==> src/rtl/n1_pbus_pkg.sv <==
// Shared definitions for the program-bus sequencer: request type codes and FSM states.
package N1_pbus_pkg;

  localparam logic [1:0] TYP_SEQ = 2'b00;
  localparam logic [1:0] TYP_COF = 2'b01;
  localparam logic [1:0] TYP_RD  = 2'b10;
  localparam logic [1:0] TYP_WR  = 2'b11;

  typedef enum logic [1:0] {
    IDLE = 2'b00,
    ADDR = 2'b01,
    DATA = 2'b10
  } state_t;

endpackage

==> src/rtl/n1_pbus_seq.sv <==
// Program-bus sequencer: turns fetch/COF/data requests into single outstanding
// Wishbone-pipelined accesses and keeps the program counter.
module n1_pbus_seq
  import N1_pbus_pkg::*;
#(
  parameter logic [15:0] PC_RESET = 16'h0000
) (
  input  logic        clk_i,
  input  logic        async_rst_n_i,
  input  logic        fc2ps_req_i,
  input  logic [1:0]  fc2ps_typ_i,
  input  logic [15:0] fc2ps_wdat_i,
  output logic        ps2fc_gnt_o,
  output logic        ps2fc_err_o,
  input  logic        pagu2ps_adr_sel_i,
  input  logic [15:0] pagu2ps_aadr_i,
  input  logic [15:0] pagu2ps_radr_i,
  output logic [15:0] ps2ir_opc_o,
  output logic        ps2ir_opc_vld_o,
  output logic [15:0] ps2dat_rdat_o,
  output logic        ps2dat_rdat_vld_o,
  output logic [15:0] ps_pc_o,
  output logic        pbus_cyc_o,
  output logic        pbus_stb_o,
  output logic        pbus_we_o,
  output logic [15:0] pbus_adr_o,
  output logic [15:0] pbus_dat_o,
  output logic        pbus_tga_cof_o,
  output logic        pbus_tga_dat_o,
  input  logic        pbus_ack_i,
  input  logic        pbus_err_i,
  input  logic        pbus_stall_i,
  input  logic [15:0] pbus_dat_i
);

  state_t      state;
  logic [1:0]  typ_q;
  logic        bus_term;
  logic [15:0] cap_adr;

  // A new request is accepted in IDLE or in the terminating DATA cycle,
  // so back-to-back accesses keep cyc asserted.
  always_comb begin
    bus_term    = pbus_ack_i | pbus_err_i;
    ps2fc_gnt_o = async_rst_n_i & fc2ps_req_i &
                  ((state == IDLE) | ((state == DATA) & bus_term));
    case (fc2ps_typ_i)
      TYP_SEQ: cap_adr = ps_pc_o;
      TYP_COF: cap_adr = pagu2ps_adr_sel_i ? pagu2ps_aadr_i : pagu2ps_radr_i;
      default: cap_adr = pagu2ps_aadr_i;
    endcase
  end

  always_ff @(posedge clk_i or negedge async_rst_n_i) begin
    if (!async_rst_n_i) begin
      state             <= IDLE;
      typ_q             <= TYP_SEQ;
      ps_pc_o           <= PC_RESET;
      pbus_cyc_o        <= 1'b0;
      pbus_stb_o        <= 1'b0;
      pbus_we_o         <= 1'b0;
      pbus_tga_cof_o    <= 1'b0;
      pbus_tga_dat_o    <= 1'b0;
      pbus_adr_o        <= 16'h0000;
      pbus_dat_o        <= 16'h0000;
      ps2ir_opc_o       <= 16'h0000;
      ps2ir_opc_vld_o   <= 1'b0;
      ps2dat_rdat_o     <= 16'h0000;
      ps2dat_rdat_vld_o <= 1'b0;
      ps2fc_err_o       <= 1'b0;
    end else begin
      ps2ir_opc_vld_o   <= 1'b0;
      ps2dat_rdat_vld_o <= 1'b0;
      ps2fc_err_o       <= 1'b0;

      case (state)
        ADDR: if (!pbus_stall_i) begin
          pbus_stb_o <= 1'b0;
          state      <= DATA;
        end
        DATA: if (bus_term) begin
          // err wins over a simultaneous ack and suppresses data delivery
          if (pbus_err_i) begin
            ps2fc_err_o <= 1'b1;
          end else begin
            case (typ_q)
              TYP_SEQ, TYP_COF: begin
                ps2ir_opc_o     <= pbus_dat_i;
                ps2ir_opc_vld_o <= 1'b1;
              end
              TYP_RD: begin
                ps2dat_rdat_o     <= pbus_dat_i;
                ps2dat_rdat_vld_o <= 1'b1;
              end
              default: ;
            endcase
          end
          pbus_cyc_o <= 1'b0;
          state      <= IDLE;
        end
        default: ;
      endcase

      // A grant overrides the DATA->IDLE exit above.
      if (ps2fc_gnt_o) begin
        state          <= ADDR;
        typ_q          <= fc2ps_typ_i;
        pbus_cyc_o     <= 1'b1;
        pbus_stb_o     <= 1'b1;
        pbus_adr_o     <= cap_adr;
        pbus_dat_o     <= fc2ps_wdat_i;
        pbus_we_o      <= (fc2ps_typ_i == TYP_WR);
        pbus_tga_cof_o <= (fc2ps_typ_i == TYP_COF);
        pbus_tga_dat_o <= (fc2ps_typ_i == TYP_RD) | (fc2ps_typ_i == TYP_WR);
        case (fc2ps_typ_i)
          TYP_SEQ: ps_pc_o <= ps_pc_o + 16'h0001;
          TYP_COF: ps_pc_o <= cap_adr + 16'h0001;
          default: ;
        endcase
      end
    end
  end

endmodule

==> config.mk <==
export PLATFORM = sky130hd
export DESIGN_NAME = n1_pbus_seq
export DESIGN_NICKNAME = d
export VERILOG_FILES = /design/src/rtl/n1_pbus_pkg.sv /design/src/rtl/n1_pbus_seq.sv
export SDC_FILE = /design/constraint.sdc
export NUM_CORES = 1
export LEC_CHECK = 0
export CAP_MARGIN = 5
export CORE_MARGIN = 2
export CORE_UTILIZATION = 35
export CTS_CLUSTER_SIZE = 40
export DETAILED_ROUTE_END_ITERATION = 10
export PLACE_DENSITY = 0.65
export SLEW_MARGIN = 20
export SYNTH_ARGS = -nofsm -noshare
export SYNTH_HDL_FRONTEND = slang
export SYNTH_SLANG_ARGS = --single-unit
==> constraint.sdc <==
create_clock -name clk_i -period 2.58 [get_ports clk_i]
set_clock_uncertainty 0.05 [all_clocks]
set_input_delay 0.516 -clock clk_i [delete_from_list [all_inputs] [get_ports clk_i]]
set_output_delay 0.516 -clock clk_i [all_outputs]
set_load 0.01 [all_outputs]
== After elaboration in Yosys (flattened, before gate mapping) ==
Index checks and enable logic that the tools add are counted.
Widths: inputs -> output; s select.
Word-level totals
  bits of input ports: 73
  register bits: 92
  word-level logic and storage cells: 73
  output and inout bits: 89
Operators by class
  bitwise gates (word level): 7
  add/sub/neg operators: 2
  mux-type cells: 24
  equality and inequality tests: 10
  reduce and logical (&&, ||, !) cells: 15
Operators with widths (count)
  $pmux 16 s2: 2
  $add 16x1->16 const B: 2
  $mux 1: 17
  $mux 16: 1
  $eq 2x2->1 const B: 4
  $reduce_and 4->1: 2
  $reduce_bool 2->1: 4
  $eq 2x1->1 const B: 3
  $logic_not 2->1: 3
  $mux 2: 3
  $ne 3x3->1 const B: 2
  $reduce_and 2->1: 3
  $pmux 2 s2: 1
  $and 1x1->1: 3
  $or 1x1->1: 3
  $reduce_and 3->1: 1
  $reduce_bool 3->1: 1
  $ne 2x2->1 const B: 1
  $reduce_or 2->1: 1
  $not 1->1: 1

== Depth between registers and ports, before layout ==
Gate-level depths: netlist of run 1.
  depth in word-level cells: 6
  depth in mapped cells: 10
  gate-level depth less buffers: 7

== Least setup slack after synthesis of run 1 ==
Ideal clock, no wire load.
  path kind: input-to-reg
  start: input port pagu2ps_adr_sel_i
  end: register ps_pc_o[14]
  data required time: 2406 ps
  arrival time: 2202 ps
  path slack: 204 ps
  library setup time: 124 ps
  stages on the path: 9
  path buffers: 2
  cell sequence: buf_4 buf_4 mux2_2 mux2i_1 inv_1 ha_1 nand3_4 nor3_1 a211o_1
Between the ends
  longest elaborated chain between the ends: 4
RTL lines
  start, declared: RTL line n1_pbus_seq.sv:15  | input logic pagu2ps_adr_sel_i,
  $mux 16: RTL line n1_pbus_seq.sv:49  | TYP_COF: cap_adr = pagu2ps_adr_sel_i ? pagu2ps_aadr_i : pagu2ps_radr_i;
  $pmux 16 s2: RTL line n1_pbus_seq.sv:47  | case (fc2ps_typ_i)
  $add 16x1->16: RTL line n1_pbus_seq.sv:117  | TYP_COF: ps_pc_o <= cap_adr + 16'h0001;
  $pmux 16 s2: RTL line n1_pbus_seq.sv:115  | case (fc2ps_typ_i)
  end signal, assigned: RTL line n1_pbus_seq.sv:116  | TYP_SEQ: ps_pc_o <= ps_pc_o + 16'h0001;
  end signal, assigned: RTL line n1_pbus_seq.sv:117
  end, declared: RTL line n1_pbus_seq.sv:22  | output logic [15:0] ps_pc_o,
Every way passes these cells.
A chain may end at the register's enable or synchronous reset.

== Worst setup path after layout of run 1 ==
  start: input port pagu2ps_adr_sel_i
  end: register ps_pc_o[12]
Same word-level chain as after synthesis.

==> out/qor.csv, run 1 <==
stage,metric,value,unit
placement,post-DP HPWL,9383,um
timing,Final WS setup,0.1626,ns
routing,DRT antenna net count,0,
timing,Final Hold Fails,0,
worst_setup_path,CP Capture Type,flop,
job,maxcap violations,0,
synthesis,post-synthesis sequential area ratio,51.99,%
cts,Num CTS Buffers,9,
worst_setup_path,Reg2Reg Capture Point,ps_pc_o[6],
cts,Post-CTS Repair Setup Buffers,0,
routing,Starting DRT DRC Count,282,
timing,post-route minimum period,2.417,ns
worst_setup_path,CP required,2.75,ns
timing,total negative slack,0,ns
worst_setup_path,startpoint types,input port,
synthesis,Syn Inst Count,477,
worst_setup_path,crit path DAT,2.59,ns
grt,vias in the first global route,4026,
die,Core ar.,12470,um2
cts,CTS clock-pin slew for the worst setup and hold paths,0.06,ns
finish,number of antenna repair diodes,0,
routing,DRC Markers,0,
timing,Slew Limit Fails,0,
power,worst IR drop on VDD,0.4759,mV
finish,share of post-route cells with drive strength above 1,13.98,%
die,Starting Density,35.52,%
die,Die H,116.5,um
grt,initial antenna violation count,0,
power,Pwr Density,994.6,nW/um2
timing,fin crit share,93.70,%
placement,Post-Place Setup Slack,-0.1784,ns
grt,first-pass GRT wire length,19580,um
routing,DR WL/cell,14.89,um
synthesis,"Top FF cell, synth",dfrtp_1,
grt,Tot GR Track Use,18.52,%
finish,final net count,736,
synthesis,Synth async-reset ratio,100.0,%
placement,gpl congestion,0.8768,
die,FP Rows,41,
die,Die Area,13570,um2
routing,vias per cell,4.878,
die,I/O pin count,162,
grt,largest net degree at the start of global routing,52,
timing,f_max,413.7,MHz
worst_setup_path,R2R setup slack,0.72,ns
synthesis,Synth Register Bits,92,
synthesis,Post-Syn Nets,551,
routing,vias,4083,
worst_setup_path,worst r2r src,state[1],
routing,DRT Pass-1 Iters,4,
power,Leak,0.003037,uW
cts,H-tree depth,3,
worst_setup_path,crit-path max FO,19,
finish,Syn-to-layout area delta,51.65,%
synthesis,number of synthesized flops with an enable pin,0,
worst_setup_path,critical path class,in -> reg,
synthesis,Mapped Area,4428,um2
synthesis,Synth Warn #,0,
timing,slew margin rel.,30.80,%
grt,GRT overflow,0,
routing,Routed WL,12460,um
cts,clock sinks,92,
placement,I/O Buffers,161,
cts,clock tree buffer depth,2,
hold_path,worst hold path type,in -> async,
synthesis,Avg Inst Size Synth,9.283,um2
cts,TritonCTS clock tree,built,
timing,Worst-Margin Slew,1.038,ns
worst_setup_path,R2R cell count,7,
timing,"Setup violations, final",0,
power,Power Total,6679,uW
synthesis,distinct cell type count after synthesis,41,
outcome,status,"complete, no violations",
cts,Clock Tree Root,clkbuf_16,
die,die width,116.5,um
cts,later-pin clock latency in the skew report,0.34,ns
timing,RSZ-0062 raised after global routing,no,
[layer usage]
metal	wire length [um]	track usage (%)	part of all wire, %
met2	5767	30.12	46
met4	116	6.032	0.93
met3	891	4.100	7.2
met1	5685	24.71	46
met5	0	0	0
[through the flow]
step	hold slack [ns]	util, %	std cells	area, um2
6_report	0.1996	53.87	837	6715
5_1_grt	0.2353	53.87	837	6715
4_1_cts	0.2074	53.87	837	6715
3_5_place_dp	0.4085	51.65	823	6439
3_3_place_gp	0.4016	51.65	823	6439
2_1_floorplan	0.1704	-	477	4428
[worst max-delay path by stage]
| stage | startpoint | endpoint | slack (ns) | depth (start not counted) |
|---|---|---|---|---|
| 3_3_place_gp | pagu2ps_adr_sel_i | ps_pc_o[14] | -0.12 | 9 |
| 6_report | pagu2ps_adr_sel_i | ps_pc_o[12] | 0.16 | 9 |
| 3_5_place_dp | pagu2ps_adr_sel_i | ps_pc_o[12] | -0.18 | 9 |
| 4_1_cts | pagu2ps_adr_sel_i | ps_pc_o[12] | 0.18 | 9 |
| 2_1_floorplan | pagu2ps_adr_sel_i | ps_pc_o[14] | 0.20 | 9 |
| 5_1_grt | pagu2ps_adr_sel_i | ps_pc_o[12] | 0.07 | 9 |
[repair_timing]
item                                    4_1_cts  5_1_grt
hold endpoints to repair                      0        0
endpoints found under the setup margin        1        0
resized for setup                             1        0
hold buffers                                  0        0
[power breakdown]
group,switching [uW],internal [uW],total [uW]
Combinational,1270,1680,2950
Clock,518,722,1240
Sequential,419,2070,2490
[critical path, cell delays in order]
cell             delay, ns
clkdlybuf4s50_1       0.56
buf_12                0.18
mux2_2                0.34
mux2i_1               0.18
inv_1                 0.09
ha_1                  0.32
nand4_1               0.14
mux2i_1               0.20
nand2_1               0.06
[cell families after synthesis]
family,synth area share (%)
flip-flops,51.99
AND/OR/NAND/NOR,21.42
XOR/XNOR,1.978
adder cells (fa/ha/maj),0.2825
AO/OA/AOI/OAI,8.619
buffers and inverters,3.673
multiplexers,12.04
[layout by cell type, fill, tap and decap left out, types with 9 or more instances in the layout]
cell             instances
clkdlybuf4s50_1        159
nand2_1                154
dfrtp_1                 92
nor2_1                  40
buf_4                   39
o21ai_0                 33
mux2_2                  31
a21oi_1                 18
mux2i_1                 17
o22ai_1                 11
xnor2_1                  9
clkbuf_16                9
[synth_stat cells, types with 2 or more instances]
cell type  number  area (um2)
nand2_1       154       578.1
dfrtp_1        92        2302
nor2_1         40       150.1
o21ai_0        33       165.2
mux2_2         31       349.1
clkbuf_1       20       75.07
a21oi_1        18       90.09
mux2i_1        17       170.2
o22ai_1        11       68.82
xnor2_1         9       78.83
inv_1           5       18.77
nand3_1         5       25.02
nand4_1         5       31.28
nor3_1          4       20.02
a211o_1         2       17.52
buf_1           2       7.510
buf_4           2       15.01
buf_6           2       22.52
nand2b_1        2       12.51
nand3b_1        2       15.01
[final cells by class]
type | instances | area, um2
clock buffers | 13 | 270.3
multi-input cells | 352 | 1964
well taps | 172 | 215.2
fillers | 1146 | 5751
clock inverters | 1 | 7.507
flip-flops and latches | 92 | 2302
repair buffers | 201 | 1933
inverters | 6 | 22.52
[state kept, by name (all words and copies together) (netlist names)]
signal / cells
pbus_adr_o: 16
pbus_dat_o: 16
ps2dat_rdat_o: 16
ps2ir_opc_o: 16
ps_pc_o: 16
state: 2
typ_q: 2
pbus_cyc_o: 1
pbus_stb_o: 1
pbus_tga_cof_o: 1
pbus_tga_dat_o: 1
pbus_we_o: 1
ps2dat_rdat_vld_o: 1
ps2fc_err_o: 1
ps2ir_opc_vld_o: 1
Power figures use the tool's default switching activity.
==> inputs of run 2 (changes only) <==
- DONT_BUFFER_PORTS: default -> 1
- PLACE_DENSITY: 0.65 -> default
==> out/qor.csv, run 2 (synthesized netlist as in run 1, its figures left out) <==
stage,metric,value,unit
outcome,violations in the final reports,negative hold slack,
job,maxcap violations,0,
finish,share of post-route cells with drive strength above 1,13.84,%
grt,first-pass GRT wire length,17550,um
worst_setup_path,worst r2r src,ps_pc_o[3],
worst_setup_path,CP required,2.77,ns
die,I/O pin count,162,
placement,Post-Place Cell Area,4599,um2
grt,initial antenna violation count,0,
die,Core ar.,12470,um2
timing,Worst-Margin Slew,0.6455,ns
worst_setup_path,Critical Path Start,fc2ps_typ_i[0],
power,Pwr Density,1105,nW/um2
timing,fin crit share,82.18,%
timing,"Setup violations, final",0,
die,Die Area,13570,um2
hold_path,worst hold path type,in -> async,
die,die width,116.5,um
placement,DP Cell Count,633,
finish,"leading cell type in the layout, fill and taps excluded",nand2_1,
finish,final net count,546,
routing,vias,3288,
cts,H-tree depth,3,
power,Leak,0.002312,uW
grt,vias in the first global route,3288,
routing,DRC Markers,0,
placement,gpl congestion,0.8181,
outcome,status,"complete, but fails checks",
worst_setup_path,crit path max-delay cell type,nor4_4,
finish,Syn-to-layout area delta,11.44,%
grt,GRT overflow,0,
cts,clock sinks,92,
routing,DRT Pass-1 Iters,4,
timing,total negative slack,0,ns
worst_setup_path,CP Capture Type,flop,
timing,post-route minimum period,2.120,ns
cts,later-pin clock latency in the skew report,0.35,ns
routing,DRT antenna net count,0,
timing,slew margin rel.,56.64,%
die,Starting Density,35.52,%
grt,largest net degree at the start of global routing,94,
die,FP Rows,41,
worst_setup_path,critical path class,in -> reg,
cts,CTS clock-pin slew for the worst setup and hold paths,0.07,ns
finish,Final Util,39.59,%
placement,post-DP HPWL,8225,um
timing,hold_ws,-0.1883,ns
timing,Slew Limit Fails,0,
cts,clock tree buffer depth,2,
power,worst IR drop on VDD,0.3533,mV
worst_setup_path,crit path DAT,2.31,ns
cts,TritonCTS clock tree,built,
die,Die H,116.5,um
routing,Routed WL,11360,um
timing,f_max,471.7,MHz
finish,"Design Area, Final",4935,um2
finish,final std cells w/o fill,649,
cts,Num CTS Buffers,9,
timing,Final Hold Fails,92,
finish,"commonest non-fill, non-tap cells in the layout","154 x nand2_1, 92 x dfrtp_1, 40 x nor2_1, 33 x o21ai_0, 31 x mux2_2",
worst_setup_path,R2R cell count,5,
routing,DR WL/cell,17.51,um
worst_setup_path,CP peak stage delay,0.64,ns
routing,vias per cell,5.066,
routing,Starting DRT DRC Count,129,
worst_setup_path,startpoint types,input port,
worst_setup_path,crit-path cells,nor2b_4 > mux2i_1 > nor4_4 > nand3_4 > o21a_1 > a211o_1,
timing,RSZ-0062 raised after global routing,no,
finish,number of antenna repair diodes,0,
placement,I/O Buffers,0,
grt,Tot GR Track Use,17.13,%
worst_setup_path,crit-path max FO,29,
cts,Clock Tree Root,clkbuf_16,
cts,Post-CTS Repair Setup Buffers,0,
==> run 2: cell count changes in the layout (fill, tap and decap cells not counted), sizes merged <==
cell / previous run / this run
buf: 41 / 11
bufinv: 0 / 2
clkbuf: 13 / 11
clkdlybuf4s50: 159 / 0
clkinv: 1 / 3
clkinvlp: 1 / 0
dlygate4sd2: 1 / 0
inv: 5 / 6
==> run 2: timing repair <==
item,CTS,global route
endpoints found under the setup margin,0,0
endpoints found under the hold margin,92,92
gates resized for setup,0,0
==> run 2: path summary, 6_finish.rpt <==
path / to / slack (ns)
worst max-delay path: ps_pc_o[14] / 0.46
worst min-delay path: typ_q[0] / -0.19
worst max register to register: ps_pc_o[14] / 0.51
worst min register to register: typ_q[0] / 0.42
max in group asynchronous: pbus_adr_o[8] / 2.53
min in group clk_i: ps2dat_rdat_o[9] / 0.23
==> run 2: area by class of cell <==
class / instances / area [um2]
tap: 172 / 215.2
multi-input combinational: 352 / 1964
timing repair buffer: 11 / 95.09
clock inverter: 5 / 82.58
inverter: 6 / 22.52
sequential: 92 / 2302
fill: 1261 / 7531
clock buffer: 11 / 252.7
==> run 2: power by group <==
group / internal [uW] / total, uW / switching, uW
Clock: 905 / 1470 / 562
Sequential: 2070 / 2890 / 820
Combinational: 493 / 1100 / 606
==> run 2: per-layer routing <==
metal  vias up  part of all wire, %  GRT usage (%)
li1       1578                    -              -
met4         0                  1.9          7.381
met3        13                   11          6.850
met5         -                    0              0
met2       131                   48          28.37
met1      1566                   39          19.68
==> run 2: metrics by stage <==
step,hold WS [ns],total power (uW),setup slack (ns)
final,-0.1883,5455,0.4598
after global routing,-0.2104,5834,0.3694
after CTS,-0.2117,5537,0.4981
after detailed placement,0.1730,4047,0.1198
after global placement,0.1724,3965,0.2054
after floorplan,0.1704,3637,0.2042
==> run 2: worst max-delay path: cells and delay by family <==
family	cells	cell delay, ns
multiplexers	1	0.22
AND/OR/NAND/NOR	3	1.09
AO/OA/AOI/OAI	2	0.48
==> inputs of run 3 (changes only) <==
- clock period: 2.58 -> 2 ns (I/O delays scaled with it)
==> out/qor.csv, run 3 (synthesized netlist as in run 1, its figures left out) <==
stage,metric,value,unit
outcome,status,"complete, but fails checks",
outcome,violations in the final reports,negative hold slack,
placement,Post-Place Setup Slack,-0.05139,ns
die,Die Area,13570,um2
power,Pwr Density,1426,nW/um2
worst_setup_path,startpoint types,flop,
cts,CTS clock-pin slew for the worst setup and hold paths,0.06,ns
cts,Clock Tree Root,clkbuf_16,
worst_setup_path,Bufs and invs on worst path,2,
routing,Starting DRT DRC Count,224,
worst_setup_path,CP peak stage delay,0.44,ns
timing,fin crit share,95.30,%
grt,first-pass GRT wire length,17210,um
worst_setup_path,critical path class,reg -> out,
cts,Num CTS Buffers,9,
finish,"commonest non-fill, non-tap cells in the layout","154 x nand2_1, 92 x dfrtp_1, 40 x nor2_1, 37 x buf_4, 33 x o21ai_0",
die,Core ar.,12470,um2
timing,Final Hold Fails,92,
routing,vias,3414,
job,maxcap violations,0,
grt,Tot GR Track Use,16.43,%
placement,gpl congestion,0.8538,
worst_setup_path,Critical Path Start,state[1],
hold_path,worst hold path type,in -> async,
grt,largest net degree at the start of global routing,94,
cts,H-tree depth,3,
grt,initial antenna violation count,0,
cts,clock sinks,92,
worst_setup_path,CP required,1.55,ns
finish,number of antenna repair diodes,0,
timing,f_max,524.7,MHz
cts,TritonCTS clock tree,built,
die,FP Rows,41,
cts,clock tree buffer depth,2,
worst_setup_path,worst r2r src,ps_pc_o[12],
finish,share of post-route cells with drive strength above 1,19.05,%
die,Die H,116.5,um
timing,post-route minimum period,1.906,ns
placement,I/O Buffers,0,
worst_setup_path,crit path max-delay cell type,dfrtp_1,
timing,hold_ws,-0.2892,ns
routing,DRC Markers,0,
worst_setup_path,crit path DAT,1.46,ns
power,worst IR drop on VDD,0.4469,mV
worst_setup_path,crit-path cells,a211o_2 > inv_1 > buf_6,
timing,Worst-Margin Slew,0.3420,ns
finish,final net count,574,
cts,later-pin clock latency in the skew report,0.33,ns
placement,post-DP HPWL,8439,um
die,I/O pin count,162,
die,Starting Density,35.52,%
timing,"Setup violations, final",0,
cts,Post-CTS Repair Setup Buffers,0,
timing,slew margin rel.,76.55,%
finish,"leading cell type in the layout, fill and taps excluded",nand2_1,
die,die width,116.5,um
routing,DRT antenna net count,0,
worst_setup_path,"delay-heaviest family, CP",flip-flops,
routing,vias per cell,5.050,
worst_setup_path,CP Capture Type,primary output,
routing,DRT Pass-1 Iters,4,
timing,Final WS setup,0.09403,ns
finish,Syn-to-layout area delta,17.21,%
timing,total negative slack,0,ns
power,Leak,0.002453,uW
routing,Routed WL,11310,um
timing,RSZ-0062 raised after global routing,no,
routing,DR WL/cell,16.73,um
timing,Slew Limit Fails,0,
grt,vias in the first global route,3342,
worst_setup_path,crit-path max FO,20,
grt,GRT overflow,0,
-- run 3: cell types whose count changed in the layout (fill, tap and decap cells not counted), sizes merged --
cell / change
buf: +28
bufinv: +2
clkbuf: -1
clkinv: -1
inv: -1
-- run 3: area by class of cell --
type | instances | area [um2]
multi-input combinational | 352 | 1987
sequential | 92 | 2302
tap | 172 | 215.2
timing repair buffer | 39 | 309.0
clock inverter | 5 | 125.1
inverter | 6 | 22.52
fill | 1233 | 7276
clock buffer | 10 | 229.0
-- run 3: timing repair --
action,4_1_cts,5_1_grt
hold endpoints to repair,92,92
gates resized for setup,0,1
endpoints found under the setup margin,0,1
-- run 3: report_power, final --
part	switching [uW]	internal, uW	leakage [uW]	total, uW
combinational	863	819	0.00112	1680
clock	680	1340	0.000173	2020
sequential	1030	2670	0.00116	3700
total	2570	4830	0.00245	7400
-- run 3: metal layers --
metal	routed length [um]	up-vias	share of wire, %	track usage (%)
met3	1163	20	10	5.864
met5	0	-	0	0
met1	4576	1609	40	19.59
met2	5419	153	48	27.33
li1	-	1632	-	-
met4	149	0	1.3	6.111
-- run 3: final timing paths --
| check | slack, ns | endpoint | cells after the start |
|---|---|---|---|
| min | -0.29 | pbus_dat_o[15] | 0 |
| max reg2reg | 0.21 | ps_pc_o[14] | 5 |
| min reg2reg | 0.43 | typ_q[0] | 2 |
| max in group asynchronous | 2.08 | pbus_adr_o[8] | 0 |
| max | 0.09 | ps2fc_gnt_o | 3 |
| min in group clk_i | 0.12 | pbus_dat_o[3] | 2 |
-- run 3: metrics by stage --
step	hold WS (ns)	cells	utilization, %	power [uW]	cell area (um2)
2_1_floorplan	0.05441	477	-	4720	4451
3_3_place_gp	0.05632	661	38.76	5351	4832
3_5_place_dp	0.05653	661	38.76	5440	4832
4_1_cts	-0.3088	676	41.60	7495	5186
5_1_grt	-0.3161	676	41.63	7919	5190
6_report	-0.2892	676	41.63	7402	5190
-- run 3: worst register-to-register path, delay by kind of cell, from the launching register on --
| kind | cells | cell delay (ns) |
|---|---|---|
| and+or+nand+nor | 2 | 0.58 |
| DFF | 1 | 0.46 |
| AOI/OAI and AO/OA | 2 | 0.45 |
| muxes | 1 | 0.14 |
